===== src/rtl/dec_ctrl.sv =====
// dec_ctrl: decode-stage controller for the rv32 pipeline.
// Classifies the IF/ID instruction, detects RAW hazards against the EX register and
// the MEM shadow, and sequences the ID/EX control register (stall, bubble, flush).
// Build option: define DEC_CTRL_FWD_EN when EX forwards results; only load-use then
// stalls. Left undefined, any pending write in EX or MEM to a used source stalls.
module dec_ctrl #(
    parameter int unsigned CNT_W = 16
) (
    input  logic             clk,
    input  logic             rst,
    input  logic             id_valid,
    input  logic [31:0]      id_instr,
    output logic             id_ready,
    input  logic             ex_ready,
    input  logic             ex_flush,
    output logic             ex_valid,
    output logic [2:0]       ex_imm_sel,
    output logic [4:0]       ex_rs1,
    output logic [4:0]       ex_rs2,
    output logic [4:0]       ex_rd,
    output logic             ex_reg_we,
    output logic             ex_mem_rd,
    output logic             ex_mem_wr,
    output logic             ex_illegal,
    output logic [CNT_W-1:0] stall_count
);

    localparam logic [6:0] OpR      = 7'b0110011;
    localparam logic [6:0] OpImm    = 7'b0010011;
    localparam logic [6:0] OpLoad   = 7'b0000011;
    localparam logic [6:0] OpJalr   = 7'b1100111;
    localparam logic [6:0] OpStore  = 7'b0100011;
    localparam logic [6:0] OpBranch = 7'b1100011;
    localparam logic [6:0] OpLui    = 7'b0110111;
    localparam logic [6:0] OpAuipc  = 7'b0010111;
    localparam logic [6:0] OpJal    = 7'b1101111;

    localparam logic [2:0] ImmR = 3'd0;
    localparam logic [2:0] ImmI = 3'd1;
    localparam logic [2:0] ImmS = 3'd2;
    localparam logic [2:0] ImmB = 3'd3;
    localparam logic [2:0] ImmU = 3'd4;
    localparam logic [2:0] ImmJ = 3'd5;

    // What the EX register does on the next edge
    typedef enum logic [1:0] {ActHold, ActBubble, ActLoad} act_e;

    // Decoded fields of the IF/ID instruction
    logic [6:0] opcode;
    logic [4:0] idRs1, idRs2, idRd;
    logic [2:0] decImmSel;
    logic       decUseRs1, decUseRs2;
    logic       decRegWe, decMemRd, decMemWr, decIllegal;

    // ID/EX register
    logic       exValidQ, exValidD;
    logic [2:0] exImmSelQ, exImmSelD;
    logic [4:0] exRs1Q, exRs1D;
    logic [4:0] exRs2Q, exRs2D;
    logic [4:0] exRdQ, exRdD;
    logic       exRegWeQ, exRegWeD;
    logic       exMemRdQ, exMemRdD;
    logic       exMemWrQ, exMemWrD;
    logic       exIllegalQ, exIllegalD;

    // MEM shadow: the instruction that left EX on the previous advance
    logic       memValidQ, memValidD;
    logic [4:0] memRdQ, memRdD;
    logic       memRegWeQ, memRegWeD;

    logic [CNT_W-1:0] stallCntQ, stallCntD;

    logic exHit, memHit, loadUse, hazard;
    logic idReadyRaw, stallInc;
    act_e act;

    // Funct fields and upper immediate bits play no part in control decode
    logic unusedInstrBits;
    assign unusedInstrBits = ^{id_instr[31:25], id_instr[14:12]};

    assign opcode = id_instr[6:0];
    assign idRs1  = id_instr[19:15];
    assign idRs2  = id_instr[24:20];
    assign idRd   = id_instr[11:7];

    // Opcode decode: immediate format, used sources and pipeline enables
    always_comb begin
        decImmSel  = ImmR;
        decUseRs1  = 1'b0;
        decUseRs2  = 1'b0;
        decRegWe   = 1'b0;
        decMemRd   = 1'b0;
        decMemWr   = 1'b0;
        decIllegal = 1'b0;
        case (opcode)
            OpR: begin
                decImmSel = ImmR;
                decUseRs1 = 1'b1;
                decUseRs2 = 1'b1;
                decRegWe  = 1'b1;
            end
            OpImm, OpJalr: begin
                decImmSel = ImmI;
                decUseRs1 = 1'b1;
                decRegWe  = 1'b1;
            end
            OpLoad: begin
                decImmSel = ImmI;
                decUseRs1 = 1'b1;
                decRegWe  = 1'b1;
                decMemRd  = 1'b1;
            end
            OpStore: begin
                decImmSel = ImmS;
                decUseRs1 = 1'b1;
                decUseRs2 = 1'b1;
                decMemWr  = 1'b1;
            end
            OpBranch: begin
                decImmSel = ImmB;
                decUseRs1 = 1'b1;
                decUseRs2 = 1'b1;
            end
            OpLui, OpAuipc: begin
                decImmSel = ImmU;
                decRegWe  = 1'b1;
            end
            OpJal: begin
                decImmSel = ImmJ;
                decRegWe  = 1'b1;
            end
            default: decIllegal = 1'b1;
        endcase
    end

    // Source-match against older destinations; x0 never creates a dependency
    always_comb begin
        exHit  = (exRdQ != 5'd0) &&
                 ((decUseRs1 && (exRdQ == idRs1)) || (decUseRs2 && (exRdQ == idRs2)));
        memHit = (memRdQ != 5'd0) &&
                 ((decUseRs1 && (memRdQ == idRs1)) || (decUseRs2 && (memRdQ == idRs2)));
        loadUse = exValidQ && exMemRdQ && exHit;
`ifdef DEC_CTRL_FWD_EN
        hazard = loadUse;
`else
        // WB writes are visible to same-cycle reads, so only EX and MEM matter
        hazard = loadUse || (exValidQ && exRegWeQ && exHit) ||
                 (memValidQ && memRegWeQ && memHit);
`endif
    end

    // Per-cycle priority: freeze, flush, hazard stall, issue, idle bubble
    always_comb begin
        act        = ActBubble;
        idReadyRaw = 1'b0;
        stallInc   = 1'b0;
        if (!ex_ready) begin
            act = ActHold;
        end else if (ex_flush) begin
            act        = ActBubble;
            idReadyRaw = id_valid;
        end else if (id_valid && hazard) begin
            act      = ActBubble;
            stallInc = 1'b1;
        end else if (id_valid) begin
            act        = ActLoad;
            idReadyRaw = 1'b1;
        end
    end

    assign id_ready = idReadyRaw && !rst;

    // Next state of the EX register, MEM shadow and stall counter
    always_comb begin
        exValidD   = exValidQ;
        exImmSelD  = exImmSelQ;
        exRs1D     = exRs1Q;
        exRs2D     = exRs2Q;
        exRdD      = exRdQ;
        exRegWeD   = exRegWeQ;
        exMemRdD   = exMemRdQ;
        exMemWrD   = exMemWrQ;
        exIllegalD = exIllegalQ;
        memValidD  = memValidQ;
        memRdD     = memRdQ;
        memRegWeD  = memRegWeQ;
        stallCntD  = stallCntQ;

        if (act != ActHold) begin
            memValidD = exValidQ;
            memRdD    = exRdQ;
            memRegWeD = exRegWeQ;
        end

        case (act)
            ActLoad: begin
                exValidD   = 1'b1;
                exImmSelD  = decImmSel;
                exRs1D     = idRs1;
                exRs2D     = idRs2;
                exRdD      = idRd;
                exRegWeD   = decRegWe;
                exMemRdD   = decMemRd;
                exMemWrD   = decMemWr;
                exIllegalD = decIllegal;
            end
            ActBubble: begin
                // Bubbles clear the index fields too so they never match downstream
                exValidD   = 1'b0;
                exImmSelD  = 3'd0;
                exRs1D     = 5'd0;
                exRs2D     = 5'd0;
                exRdD      = 5'd0;
                exRegWeD   = 1'b0;
                exMemRdD   = 1'b0;
                exMemWrD   = 1'b0;
                exIllegalD = 1'b0;
            end
            default: ;
        endcase

        if (stallInc && (stallCntQ != {CNT_W{1'b1}})) begin
            stallCntD = stallCntQ + CNT_W'(1);
        end
    end

    // State registers with synchronous reset
    always_ff @(posedge clk) begin
        if (rst) begin
            exValidQ   <= 1'b0;
            exImmSelQ  <= 3'd0;
            exRs1Q     <= 5'd0;
            exRs2Q     <= 5'd0;
            exRdQ      <= 5'd0;
            exRegWeQ   <= 1'b0;
            exMemRdQ   <= 1'b0;
            exMemWrQ   <= 1'b0;
            exIllegalQ <= 1'b0;
            memValidQ  <= 1'b0;
            memRdQ     <= 5'd0;
            memRegWeQ  <= 1'b0;
            stallCntQ  <= '0;
        end else begin
            exValidQ   <= exValidD;
            exImmSelQ  <= exImmSelD;
            exRs1Q     <= exRs1D;
            exRs2Q     <= exRs2D;
            exRdQ      <= exRdD;
            exRegWeQ   <= exRegWeD;
            exMemRdQ   <= exMemRdD;
            exMemWrQ   <= exMemWrD;
            exIllegalQ <= exIllegalD;
            memValidQ  <= memValidD;
            memRdQ     <= memRdD;
            memRegWeQ  <= memRegWeD;
            stallCntQ  <= stallCntD;
        end
    end

    assign ex_valid    = exValidQ;
    assign ex_imm_sel  = exImmSelQ;
    assign ex_rs1      = exRs1Q;
    assign ex_rs2      = exRs2Q;
    assign ex_rd       = exRdQ;
    assign ex_reg_we   = exRegWeQ;
    assign ex_mem_rd   = exMemRdQ;
    assign ex_mem_wr   = exMemWrQ;
    assign ex_illegal  = exIllegalQ;
    assign stall_count = stallCntQ;

endmodule


===== config.mk =====
export PLATFORM = sky130hd
export DESIGN_NAME = dec_ctrl
export DESIGN_NICKNAME = d
export VERILOG_FILES = /design/src/rtl/dec_ctrl.sv
export SDC_FILE = /design/constraint.sdc
export NUM_CORES = 1
export LEC_CHECK = 0
export BUFFER_PORTS_ARGS = -buffer_cell sky130_fd_sc_hd__buf_2
export CAP_MARGIN = 20
export CORE_MARGIN = 4
export CORE_UTILIZATION = 40
export CTS_CLUSTER_SIZE = 24
export DETAILED_ROUTE_END_ITERATION = 12
export PLACE_DENSITY = 0.68
export SETUP_SLACK_MARGIN = 0.4
export SKIP_LAST_GASP = 1
export SLEW_MARGIN = 15
export SYNTH_ARGS = -nofsm -noshare
export SYNTH_HDL_FRONTEND = slang
export SYNTH_SLANG_ARGS = --single-unit

===== constraint.sdc =====
create_clock -name clk -period 4 [get_ports clk]
set_input_delay 1.2 -clock clk [delete_from_list [all_inputs] [get_ports clk]]
set_output_delay 1.2 -clock clk [all_outputs]
set_load 0.03 [all_outputs]

After elaboration in Yosys (flattened, before gate mapping) --
Cells that the tools add are included. W data, S select, Z words.
Storage, ports and cells: bits in registers 46, input bits 37, output and inout port bits 40, word-level logic and storage cells 87
Operators by class: $add $sub $neg 1, equality and inequality tests 16, multiplexer cells 27, reductions and logical operators 30
Operators with widths (number):
- $pmux W5 S2 | 3
- $eq A7 B6 Y1 const B | 3
- $eq A7 B7 Y1 const B | 3
- $eq A5 B5 Y1 | 4
- $add A16 B1 Y16 const B | 1
- $ne A16 B16 Y1 const B | 1
- $logic_and A1 B1 Y1 | 15
- $pmux W3 S5 | 1
- $eq A7 B5 Y1 const B | 2
- $mux W1 | 13
- $pmux W1 S2 | 5
- $reduce_bool A5 Y1 | 2
- $reduce_or A9 Y1 | 1
- $mux W2 | 4
- $eq A7 B2 Y1 const B | 1
- $reduce_or A7 Y1 | 1
- $pmux W3 S2 | 1
- $reduce_or A3 Y1 | 2
- $reduce_or A6 Y1 | 1
- $logic_or A1 B1 Y1 | 4
- $reduce_bool A2 Y1 | 2
- $eq A2 B1 Y1 const B | 1
- $eq A2 B2 Y1 const B | 1
- $reduce_or A2 Y1 | 1
- $logic_not A1 Y1 | 1

Logic depth before layout (Yosys ltp) --
Gate-level depths: netlist of run 1.
word-level depth 15, gate-level depth with buffers 14, mapped depth without buffers 11

Worst setup path after synthesis of run 1 --
No wires, ideal clock.
path type input -> output, from in id_instr[3], to out id_ready, arrival time 2.829 ns, data required time 2.800 ns, path slack -0.029 ns, stages on the path 7, buffers on the path 0, path through and4bb_1 and3_1 and4_1 o21ai_1 and2_1 nor2_1 nor3_1
On the way: word-level cells in the longest chain between the ends 14, elaborated cells between the ends (all ways) 28, those cells by class 6 x eq/ne; 5 x mux; 17 x reduce/logical
Ends and longest elaborated chain:
- from (decl) | line 12 | input logic [31:0] id_instr,
- $eq A7 B7 Y1 (tied with other cells) | line 95 | case (opcode)
- $reduce_or A6 Y1 (no line) / $reduce_or A3 Y1 (equally long branches)
- $mux W1 | line 95
- $logic_and A1 B1 Y1 | line 139 | ((decUseRs1 && (exRdQ == idRs1)) || (decUseRs2 && (exRdQ == idRs2)));
- $logic_or A1 B1 Y1 | line 139
- $logic_and A1 B1 Y1 | line 138 | exHit = (exRdQ != 5'd0) &&
- $logic_and A1 B1 Y1 (on tied branches) | line 142, 147
- $logic_or A1 B1 Y1 | line 147 | hazard = loadUse || (exValidQ && exRegWeQ && exHit) ||
- $logic_or A1 B1 Y1 (*) | line 147
- $logic_and A1 B1 Y1 (*) | line 162 | end else if (id_valid && hazard) begin
- $mux W1 (*) | line 162
- $mux W1 (*) | line 159 | end else if (ex_flush) begin
- $mux W1 (*) | line 157 | if (!ex_ready) begin
- $logic_and A1 B1 Y1 (*) | line 171 | assign id_ready = idReadyRaw && !rst;
- to (decl) | line 13 | output logic id_ready,
Mark *: on every way between the ends. The rest lies on a longest branch, timed or not.

Final worst setup path of run 1 --
from in id_instr[1], to out id_ready
Same word-level chain as after synthesis.

==> results of run 1 <==
cells in the final DEF (no fill, tap or decap), types with 2 or more instances in the layout:
cell type,Yosys,final
sky130_fd_sc_hd__o31ai_1,4,4
sky130_fd_sc_hd__and4_1,2,2
sky130_fd_sc_hd__nor2_4,0,2
sky130_fd_sc_hd__o21ai_0,14,14
sky130_fd_sc_hd__buf_2,2,62
sky130_fd_sc_hd__mux2i_1,7,7
sky130_fd_sc_hd__nor2b_1,5,4
sky130_fd_sc_hd__o21ai_2,0,2
sky130_fd_sc_hd__or3_1,11,11
sky130_fd_sc_hd__xnor2_1,10,10
sky130_fd_sc_hd__mux2_2,2,2
sky130_fd_sc_hd__nor4_1,2,2
sky130_fd_sc_hd__a21oi_1,19,19
sky130_fd_sc_hd__a22oi_1,2,2
sky130_fd_sc_hd__or4_1,6,6
sky130_fd_sc_hd__inv_1,8,8
sky130_fd_sc_hd__a22o_1,15,15
sky130_fd_sc_hd__clkbuf_8,0,5
sky130_fd_sc_hd__ha_1,2,2
sky130_fd_sc_hd__xor2_1,10,10
sky130_fd_sc_hd__nor2_1,26,24
sky130_fd_sc_hd__nor3_2,1,2
sky130_fd_sc_hd__nand3_1,13,13
sky130_fd_sc_hd__nor3_1,8,6
sky130_fd_sc_hd__dfxtp_1,46,46
sky130_fd_sc_hd__buf_6,2,4
sky130_fd_sc_hd__nand2_1,13,13
sky130_fd_sc_hd__and3_1,4,4
sky130_fd_sc_hd__nand4_1,4,4
sky130_fd_sc_hd__buf_4,0,16
state kept, by name, indices dropped and copies added (netlist names), 3 cells and up:
name         cells
ex_rd            5
memRdQ           5
ex_rs2           5
ex_rs1           5
ex_imm_sel       3
stall_count     16
cells in the mapped netlist, types with 4 or more instances:
master,instances
sky130_fd_sc_hd__a21oi_1,19
sky130_fd_sc_hd__a22o_1,15
sky130_fd_sc_hd__and3_1,4
sky130_fd_sc_hd__clkbuf_1,8
sky130_fd_sc_hd__dfxtp_1,46
sky130_fd_sc_hd__inv_1,8
sky130_fd_sc_hd__mux2i_1,7
sky130_fd_sc_hd__nand2_1,13
sky130_fd_sc_hd__nand3_1,13
sky130_fd_sc_hd__nand4_1,4
sky130_fd_sc_hd__nor2_1,26
sky130_fd_sc_hd__nor2b_1,5
sky130_fd_sc_hd__nor3_1,8
sky130_fd_sc_hd__o21ai_0,14
sky130_fd_sc_hd__o31ai_1,4
sky130_fd_sc_hd__or3_1,11
sky130_fd_sc_hd__or4_1,6
sky130_fd_sc_hd__xnor2_1,10
sky130_fd_sc_hd__xor2_1,10
power by group through the flow:
stage               registers (mW)  clock network [mW]  logic [mW]
finish                       0.487               0.300       0.149
global placement             0.497                   0       0.142
floorplan                    0.518                   0      0.0697
detailed placement           0.497                   0       0.144
global route                 0.489               0.329       0.163
CTS                          0.487               0.308       0.148
cell type report:
type,instances,share of cell area [%]
Clock buffer,5,2.35
Clock inverter,3,0.855
Inverter,8,1.03
Multi-Input combinational cell,197,45.0
Sequential cell,46,31.5
Tap cell,72,3.08
Timing Repair Buffer,82,16.2
per-layer routing:
layer | GRT usage [%] | vias to the layer above | wire length, um
met2 | 27.5 | 55 | 2750
met4 | 5.70 | 0 | 74
met3 | 3.36 | 6 | 241
li1 | - | 1110 | -
met1 | 21.3 | 1005 | 2600
met5 | 0 | - | 0
cell families after synthesis:
group / count (synthesis)
AO/OA/AOI/OAI: 63
buffers and inverters: 22
AND/OR/NAND/NOR: 103
adder cells (fa/ha/maj): 2
flip-flops: 46
XOR/XNOR: 20
multiplexers: 9
path summary, 6_finish.rpt:
check / start / to / slack [ns] / depth (start not counted)
hold / removal: ex_imm_sel[2] / ex_imm_sel[2] / 0.46 / 2
setup / recovery: id_instr[1] / id_ready / 0.26 / 9
setup reg to reg: ex_rd[0] / ex_imm_sel[2] / 1.02 / 11
hold reg to reg: ex_imm_sel[2] / ex_imm_sel[2] / 0.46 / 2
worst register-to-register path, cell delays in order (launching register included):
cell	delay [ns]
sky130_fd_sc_hd__dfxtp_1	0.39
sky130_fd_sc_hd__or4_1	0.53
sky130_fd_sc_hd__nor2_1	0.17
sky130_fd_sc_hd__nor3_2	0.07
sky130_fd_sc_hd__o21ai_2	0.10
sky130_fd_sc_hd__and2_4	0.20
sky130_fd_sc_hd__nand3_1	0.08
sky130_fd_sc_hd__ha_1	0.33
sky130_fd_sc_hd__buf_4	0.17
sky130_fd_sc_hd__nand3_1	0.10
sky130_fd_sc_hd__or4b_2	0.64
sky130_fd_sc_hd__o21ai_0	0.15
repair_timing:
action | CTS | global route
resized for setup | 10 | 2
endpoints found under the setup margin | 18 | 18
pin swaps | 3 | 1
setup buffers | 2 | 2
==> impl_metrics.prom, run 1 <==
# TYPE chip_impl_metric gauge
chip_impl_info{name="ys_dominant_reg_cell",value="sky130_fd_sc_hd__dfxtp_1"} 1
chip_impl_metric{name="preCtsSetupSlack",unit="ns"} -0.186
chip_impl_info{name="cell_by_cell_listing_of_the_critical_path",value="buf_6 > and4bb_1 > and3_1 > and4_1 > o21ai_2 > and2_4 > nor2_4 > nor3_4 > buf_6"} 1
chip_impl_metric{name="n_fill_cell",unit=""} 552
chip_impl_metric{name="dr_total_vias",unit=""} 2176
chip_impl_metric{name="placement_rows",unit=""} 27
chip_impl_metric{name="utilization",unit="%"} 52.8
chip_impl_info{name="setup.worst_path.end_class",value="output port"} 1
chip_impl_metric{name="die_w",unit="um"} 83.6
chip_impl_info{name="crit_type",value="primary input to output port"} 1
chip_impl_metric{name="postSynthRegisterBits",unit=""} 46
chip_impl_metric{name="synth_async_sr_flop_share",unit="%"} 0
chip_impl_metric{name="synth_enable_flop_cells",unit=""} 0
chip_impl_metric{name="core_region_area",unit="um^2"} 5540
chip_impl_metric{name="worstMarginPinSlew",unit="ns"} 0.740
chip_impl_metric{name="max_cap_viol_count",unit=""} 0
chip_impl_metric{name="power.static_leakage",unit="nW"} 1.26
chip_impl_metric{name="postSynthNetCount",unit=""} 304
chip_impl_metric{name="report.power.total",unit="uW"} 935
chip_impl_metric{name="area_share_of_the_largest_cell_type_after_synthesis",unit="%"} 40.3
chip_impl_info{name="clock_tree_from_tritoncts",value="yes"} 1
chip_impl_info{name="grt_setup_unrepaired",value="yes"} 1
chip_impl_info{name="post_synth_main_area_contributors",value="sky130_fd_sc_hd__dfxtp_1 40%, sky130_fd_sc_hd__a22o_1 5.7%, sky130_fd_sc_hd__nor2_1 4.3%, sky130_fd_sc_hd__a21oi_1 4.2%, sky130_fd_sc_hd__xnor2_1 3.8%"} 1
chip_impl_metric{name="nets",unit=""} 379
chip_impl_metric{name="netSwitchingFraction",unit="%"} 29.2
chip_impl_metric{name="die_outline_area",unit="um^2"} 6990
chip_impl_metric{name="relative_slew_slack",unit="%"} 50.6
chip_impl_info{name="min_delay_worst_type",value="register to register"} 1
chip_impl_metric{name="htree_num_levels",unit=""} 2
chip_impl_metric{name="final.setup_skew",unit="ns"} 0.00588
chip_impl_metric{name="grt_start_max_net_pins",unit=""} 35
chip_impl_metric{name="grtUsageTotal",unit="%"} 16.6
chip_impl_metric{name="yosys.area_share.adder",unit="%"} 1.09
chip_impl_metric{name="hpwlAfterDp",unit="um"} 4110
chip_impl_metric{name="final_hold_violating_endpoints",unit=""} 0
chip_impl_metric{name="number_of_cells_in_the_design_after_placement",unit=""} 401
chip_impl_metric{name="finalNonFillerCells",unit=""} 413
chip_impl_metric{name="stdcell_area",unit="um^2"} 2930
chip_impl_metric{name="post-route-period-util",unit="%"} 93.6
chip_impl_metric{name="ir_worst_vdd",unit="V"} 0.000220
chip_impl_metric{name="grt_antenna_before_repair",unit=""} 0
chip_impl_metric{name="drt_drc_violations_left",unit=""} 0
chip_impl_metric{name="detail-route-antenna-nets",unit=""} 0
chip_impl_info{name="synth_top_family_by_area",value="simple AND/OR/NAND/NOR gates"} 1
chip_impl_metric{name="dpl_cell_area",unit="um^2"} 2750
chip_impl_metric{name="antennaDiodeCount",unit=""} 0
chip_impl_metric{name="power_frac_comb",unit="%"} 15.9
chip_impl_metric{name="cts.hold.buffers_added",unit=""} 0
chip_impl_metric{name="cts.clk_slew.worst_paths",unit="ns"} 0.09
chip_impl_metric{name="worst_skew_pair.late_latency",unit="ns"} 0.30
chip_impl_metric{name="hold-worst-slack",unit="ns"} 0.462
chip_impl_info{name="run_status",value="finished, final reports clean"} 1
chip_impl_metric{name="drt_iter0_drc",unit=""} 115
chip_impl_info{name="crit_path_frequent_cell",value="sky130_fd_sc_hd__buf_6"} 1
chip_impl_metric{name="critical_path_peak_fanout",unit=""} 3
chip_impl_metric{name="simple_gate_share_of_the_synthesized_area",unit="%"} 24.3
chip_impl_metric{name="start_util",unit="%"} 41.3
chip_impl_metric{name="intPower",unit="uW"} 662
chip_impl_metric{name="global_route.overflow_total",unit=""} 0
chip_impl_metric{name="drtPass1Iterations",unit=""} 4
chip_impl_metric{name="avgSynthCellArea",unit="um^2"} 8.63
chip_impl_metric{name="die_height",unit="um"} 83.6
chip_impl_metric{name="fin_crit",unit="ns"} 3.74
chip_impl_info{name="critical-path-slowest-cell",value="sky130_fd_sc_hd__and4bb_1"} 1
chip_impl_metric{name="pwr-share-clk",unit="%"} 32.0
chip_impl_metric{name="cp.arrival",unit="ns"} 2.54
chip_impl_metric{name="routed_wirelength",unit="um"} 5670
chip_impl_metric{name="detail_route.vias_per_cell",unit=""} 5.27
chip_impl_metric{name="worst-endpoint-required",unit="ns"} 2.80
chip_impl_metric{name="io_pins",unit=""} 77
chip_impl_metric{name="slew_viol_final",unit=""} 0
chip_impl_metric{name="synth.area.mux_share",unit="%"} 4.05
chip_impl_metric{name="synthesis.instances",unit=""} 265
chip_impl_metric{name="layout-drive-gt1-share",unit="%"} 31.1
chip_impl_metric{name="max_freq",unit="MHz"} 267
chip_impl_metric{name="routedWlPerCell",unit="um"} 13.7
chip_impl_metric{name="clock_sink_count",unit=""} 46
chip_impl_metric{name="final-seq-area",unit="um^2"} 921
chip_impl_metric{name="cts_max_path_buffers",unit=""} 2
chip_impl_metric{name="place_congestion",unit=""} 0.919
chip_impl_metric{name="synth.cell_area",unit="um^2"} 2290
chip_impl_metric{name="buffer_ports.inserted",unit=""} 66
chip_impl_info{name="worst_path_dominant_cell_family",value="simple AND/OR/NAND/NOR gates"} 1
chip_impl_metric{name="grt_pass1_vias",unit=""} 2126
chip_impl_info{name="clk_root_buffer_cell",value="sky130_fd_sc_hd__clkbuf_8"} 1
chip_impl_metric{name="setup_slack",unit="ns"} 0.257
chip_impl_metric{name="synth.yosys.seq_area_share",unit="%"} 40.3
chip_impl_metric{name="numCtsBuffers",unit=""} 5
chip_impl_metric{name="synth_xor_xnor_area_share",unit="%"} 7.66
chip_impl_info{name="synthDominantAreaCellType",value="sky130_fd_sc_hd__dfxtp_1"} 1
chip_impl_metric{name="power_density",unit="nW/um^2"} 320
chip_impl_metric{name="multi_input_area",unit="um^2"} 1320
chip_impl_metric{name="setup_viol_count_final",unit=""} 0
chip_impl_metric{name="synth.yosys.warnings",unit=""} 0
chip_impl_metric{name="area_growth",unit="%"} 28.0
chip_impl_metric{name="yosysUniqueCellTypes",unit=""} 42
chip_impl_metric{name="pwr-share-seq",unit="%"} 52.0
chip_impl_metric{name="synth_compound_gate_area_share",unit="%"} 18.3
chip_impl_metric{name="crit_path_max_incr_delay",unit="ns"} 0.21
chip_impl_metric{name="grt_pass1_wl",unit="um"} 9890
chip_impl_metric{name="fin_tns_setup",unit="ns"} 0
chip_impl_info{name="critPathLaunchType",value="primary input"} 1
chip_impl_metric{name="path_buf_inv",unit=""} 2
chip_impl_metric{name="power.switching",unit="uW"} 273
Power figures use the tool's default switching activity.
==> run 2, diff against run 1 <==
--- a/config.mk
+++ b/config.mk
@@ -12,7 +12,6 @@
 export CTS_CLUSTER_SIZE = 24
 export DETAILED_ROUTE_END_ITERATION = 12
 export PLACE_DENSITY = 0.68
-export SETUP_SLACK_MARGIN = 0.4
 export SKIP_LAST_GASP = 1
 export SLEW_MARGIN = 15
 export SYNTH_ARGS = -nofsm -noshare
==> impl_metrics.prom, run 2 (same netlist as run 1, synthesis figures left out) <==
# TYPE chip_impl_metric gauge
chip_impl_info{name="setup.worst_path.end_class",value="output port"} 1
chip_impl_info{name="grt_setup_unrepaired",value="no"} 1
chip_impl_metric{name="dr_total_vias",unit=""} 2224
chip_impl_metric{name="final.setup_skew",unit="ns"} 0.00379
chip_impl_metric{name="io_pins",unit=""} 77
chip_impl_metric{name="grt_start_max_net_pins",unit=""} 36
chip_impl_info{name="crit_type",value="primary input to output port"} 1
chip_impl_metric{name="cp.arrival",unit="ns"} 2.74
chip_impl_info{name="r2r-end",value="ex_rs2[0]"} 1
chip_impl_metric{name="worstMarginPinSlew",unit="ns"} 0.699
chip_impl_metric{name="grt_antenna_before_repair",unit=""} 0
chip_impl_metric{name="die_height",unit="um"} 83.6
chip_impl_metric{name="grt_pass1_wl",unit="um"} 9230
chip_impl_metric{name="start_util",unit="%"} 41.3
chip_impl_info{name="r2r-start",value="ex_rd[0]"} 1
chip_impl_metric{name="place_congestion",unit=""} 0.835
chip_impl_metric{name="numCtsBuffers",unit=""} 5
chip_impl_info{name="timing.critical_path.from",value="id_instr[2]"} 1
chip_impl_metric{name="die_outline_area",unit="um^2"} 6990
chip_impl_metric{name="ff2ff_setup_slack",unit="ns"} 1.04
chip_impl_metric{name="worst-endpoint-required",unit="ns"} 2.80
chip_impl_metric{name="largest_register_ffs",unit=""} 16
chip_impl_metric{name="power.static_leakage",unit="nW"} 1.27
chip_impl_metric{name="cts.clk_slew.worst_paths",unit="ns"} 0.08
chip_impl_metric{name="htree_num_levels",unit=""} 2
chip_impl_metric{name="nets",unit=""} 385
chip_impl_metric{name="cts.hold.buffers_added",unit=""} 0
chip_impl_metric{name="hold-worst-slack",unit="ns"} 0.476
chip_impl_metric{name="max_cap_viol_count",unit=""} 0
chip_impl_info{name="mostFrequentLayoutCell",value="sky130_fd_sc_hd__buf_2"} 1
chip_impl_metric{name="grtUsageTotal",unit="%"} 15.5
chip_impl_metric{name="placement_rows",unit=""} 27
chip_impl_info{name="min_delay_worst_type",value="register to register"} 1
chip_impl_metric{name="n_fill_cell",unit=""} 564
chip_impl_metric{name="routedWlPerCell",unit="um"} 13.1
chip_impl_metric{name="clock_sink_count",unit=""} 46
chip_impl_metric{name="drt_iter0_drc",unit=""} 66
chip_impl_metric{name="ir_worst_vdd",unit="V"} 0.000218
chip_impl_metric{name="finalNonFillerCells",unit=""} 418
chip_impl_metric{name="global_route.overflow_total",unit=""} 0
chip_impl_metric{name="antennaDiodeCount",unit=""} 0
chip_impl_metric{name="grt_pass1_vias",unit=""} 2075
chip_impl_metric{name="routed_wirelength",unit="um"} 5460
chip_impl_metric{name="fin_tns_setup",unit="ns"} 0
chip_impl_metric{name="critical_path_peak_fanout",unit=""} 4
chip_impl_metric{name="detail_route.vias_per_cell",unit=""} 5.32
chip_impl_metric{name="utilization",unit="%"} 52.5
chip_impl_metric{name="die_w",unit="um"} 83.6
chip_impl_metric{name="detail-route-antenna-nets",unit=""} 0
chip_impl_info{name="clock_tree_from_tritoncts",value="yes"} 1
chip_impl_metric{name="report.power.total",unit="uW"} 905
chip_impl_metric{name="post-route-period-util",unit="%"} 98.4
chip_impl_metric{name="core_region_area",unit="um^2"} 5540
chip_impl_metric{name="layout-drive-gt1-share",unit="%"} 31.2
chip_impl_metric{name="worstRegToRegCells",unit=""} 12
chip_impl_metric{name="relative_slew_slack",unit="%"} 53.4
chip_impl_metric{name="drtPass1Iterations",unit=""} 4
chip_impl_info{name="run_status",value="finished, final reports clean"} 1
chip_impl_metric{name="cts_max_path_buffers",unit=""} 2
chip_impl_info{name="critPathLaunchType",value="primary input"} 1
chip_impl_metric{name="max_freq",unit="MHz"} 254
chip_impl_metric{name="final_hold_violating_endpoints",unit=""} 0
chip_impl_metric{name="drt_drc_violations_left",unit=""} 0
chip_impl_metric{name="hpwlAfterDp",unit="um"} 4020
chip_impl_metric{name="worst_skew_pair.late_latency",unit="ns"} 0.30
chip_impl_metric{name="slew_viol_final",unit=""} 0
chip_impl_metric{name="setup_viol_count_final",unit=""} 0
chip_impl_metric{name="area_growth",unit="%"} 27.2
chip_impl_info{name="mostFrequentLayoutCells",value="65 x sky130_fd_sc_hd__buf_2, 46 x sky130_fd_sc_hd__dfxtp_1, 26 x sky130_fd_sc_hd__nor2_1, 23 x sky130_fd_sc_hd__buf_4, 19 x sky130_fd_sc_hd__a21oi_1"} 1
chip_impl_metric{name="buffer_ports.inserted",unit=""} 66
chip_impl_info{name="clk_root_buffer_cell",value="sky130_fd_sc_hd__clkbuf_8"} 1
chip_impl_metric{name="power_density",unit="nW/um^2"} 311
chip_impl_metric{name="fin_crit",unit="ns"} 3.94
chip_impl_metric{name="number_of_cells_in_the_design_after_placement",unit=""} 409
chip_impl_info{name="worst_setup_ep",value="id_ready"} 1
-- run 2: timing repair --
action | 4_1_cts | 5_1_grt
buffers inserted | 0 | 1
endpoints found under the setup margin | 1 | 1
pin swaps | 0 | 1
gates resized for setup | 2 | 5
-- run 2: worst min path at each step --
stage,endpoint,start,cells after the start
CTS,ex_imm_sel[2],ex_imm_sel[2],2
finish,ex_imm_sel[2],ex_imm_sel[2],2
floorplan,memRegWeQ,memRegWeQ,2
global placement,ex_mem_wr,ex_mem_wr,1
global route,ex_rs2[3],ex_rs2[3],1
detailed placement,ex_imm_sel[2],ex_imm_sel[2],2
-- run 2: layout make-up --
cell class,count,area (um^2),share of cell area (%)
clock buffer,5,68.8,2.37
clock inverter,2,10.0,0.344
inverter,8,30.0,1.03
multi-input combinational,197,1290,44.4
sequential,46,921,31.7
tap,72,90.1,3.10
timing repair buffer,88,498,17.1
-- run 2: per-layer routing --
layer / share of wire (%) / GRT usage [%] / wire length (um) / vias up
li1: - / - / - / 1120
met4: 0.84 / 4.68 / 46 / 0
met2: 49 / 26.7 / 2670 / 43
met3: 4.7 / 3.06 / 254 / 5
met1: 46 / 19.6 / 2490 / 1056
met5: 0 / 0 / 0 / -
-- run 2: power by group --
group	internal [mW]	total (mW)	switching [mW]
sequential	0.472	0.486	0.0138
clock	0.118	0.271	0.154
combinational	0.0644	0.148	0.0839
total	0.654	0.905	0.251
-- run 2: worst max-delay path, stage by stage --
cell,delay (ns)
sky130_fd_sc_hd__buf_2,0.10
sky130_fd_sc_hd__and4bb_1,0.29
sky130_fd_sc_hd__and3_4,0.20
sky130_fd_sc_hd__and4_1,0.19
sky130_fd_sc_hd__o21ai_2,0.08
sky130_fd_sc_hd__and2_4,0.17
sky130_fd_sc_hd__buf_4,0.12
sky130_fd_sc_hd__nor2_1,0.11
sky130_fd_sc_hd__nor3_2,0.06
sky130_fd_sc_hd__buf_4,0.19
-- run 2: per-stage QoR --
stage	setup slack [ns]	area, um^2
2_1_floorplan	0.186	2290
3_3_place_gp	-0.243	2790
3_5_place_dp	-0.266	2790
4_1_cts	0.0185	2880
5_1_grt	0.00419	2910
6_report	0.0646	2910
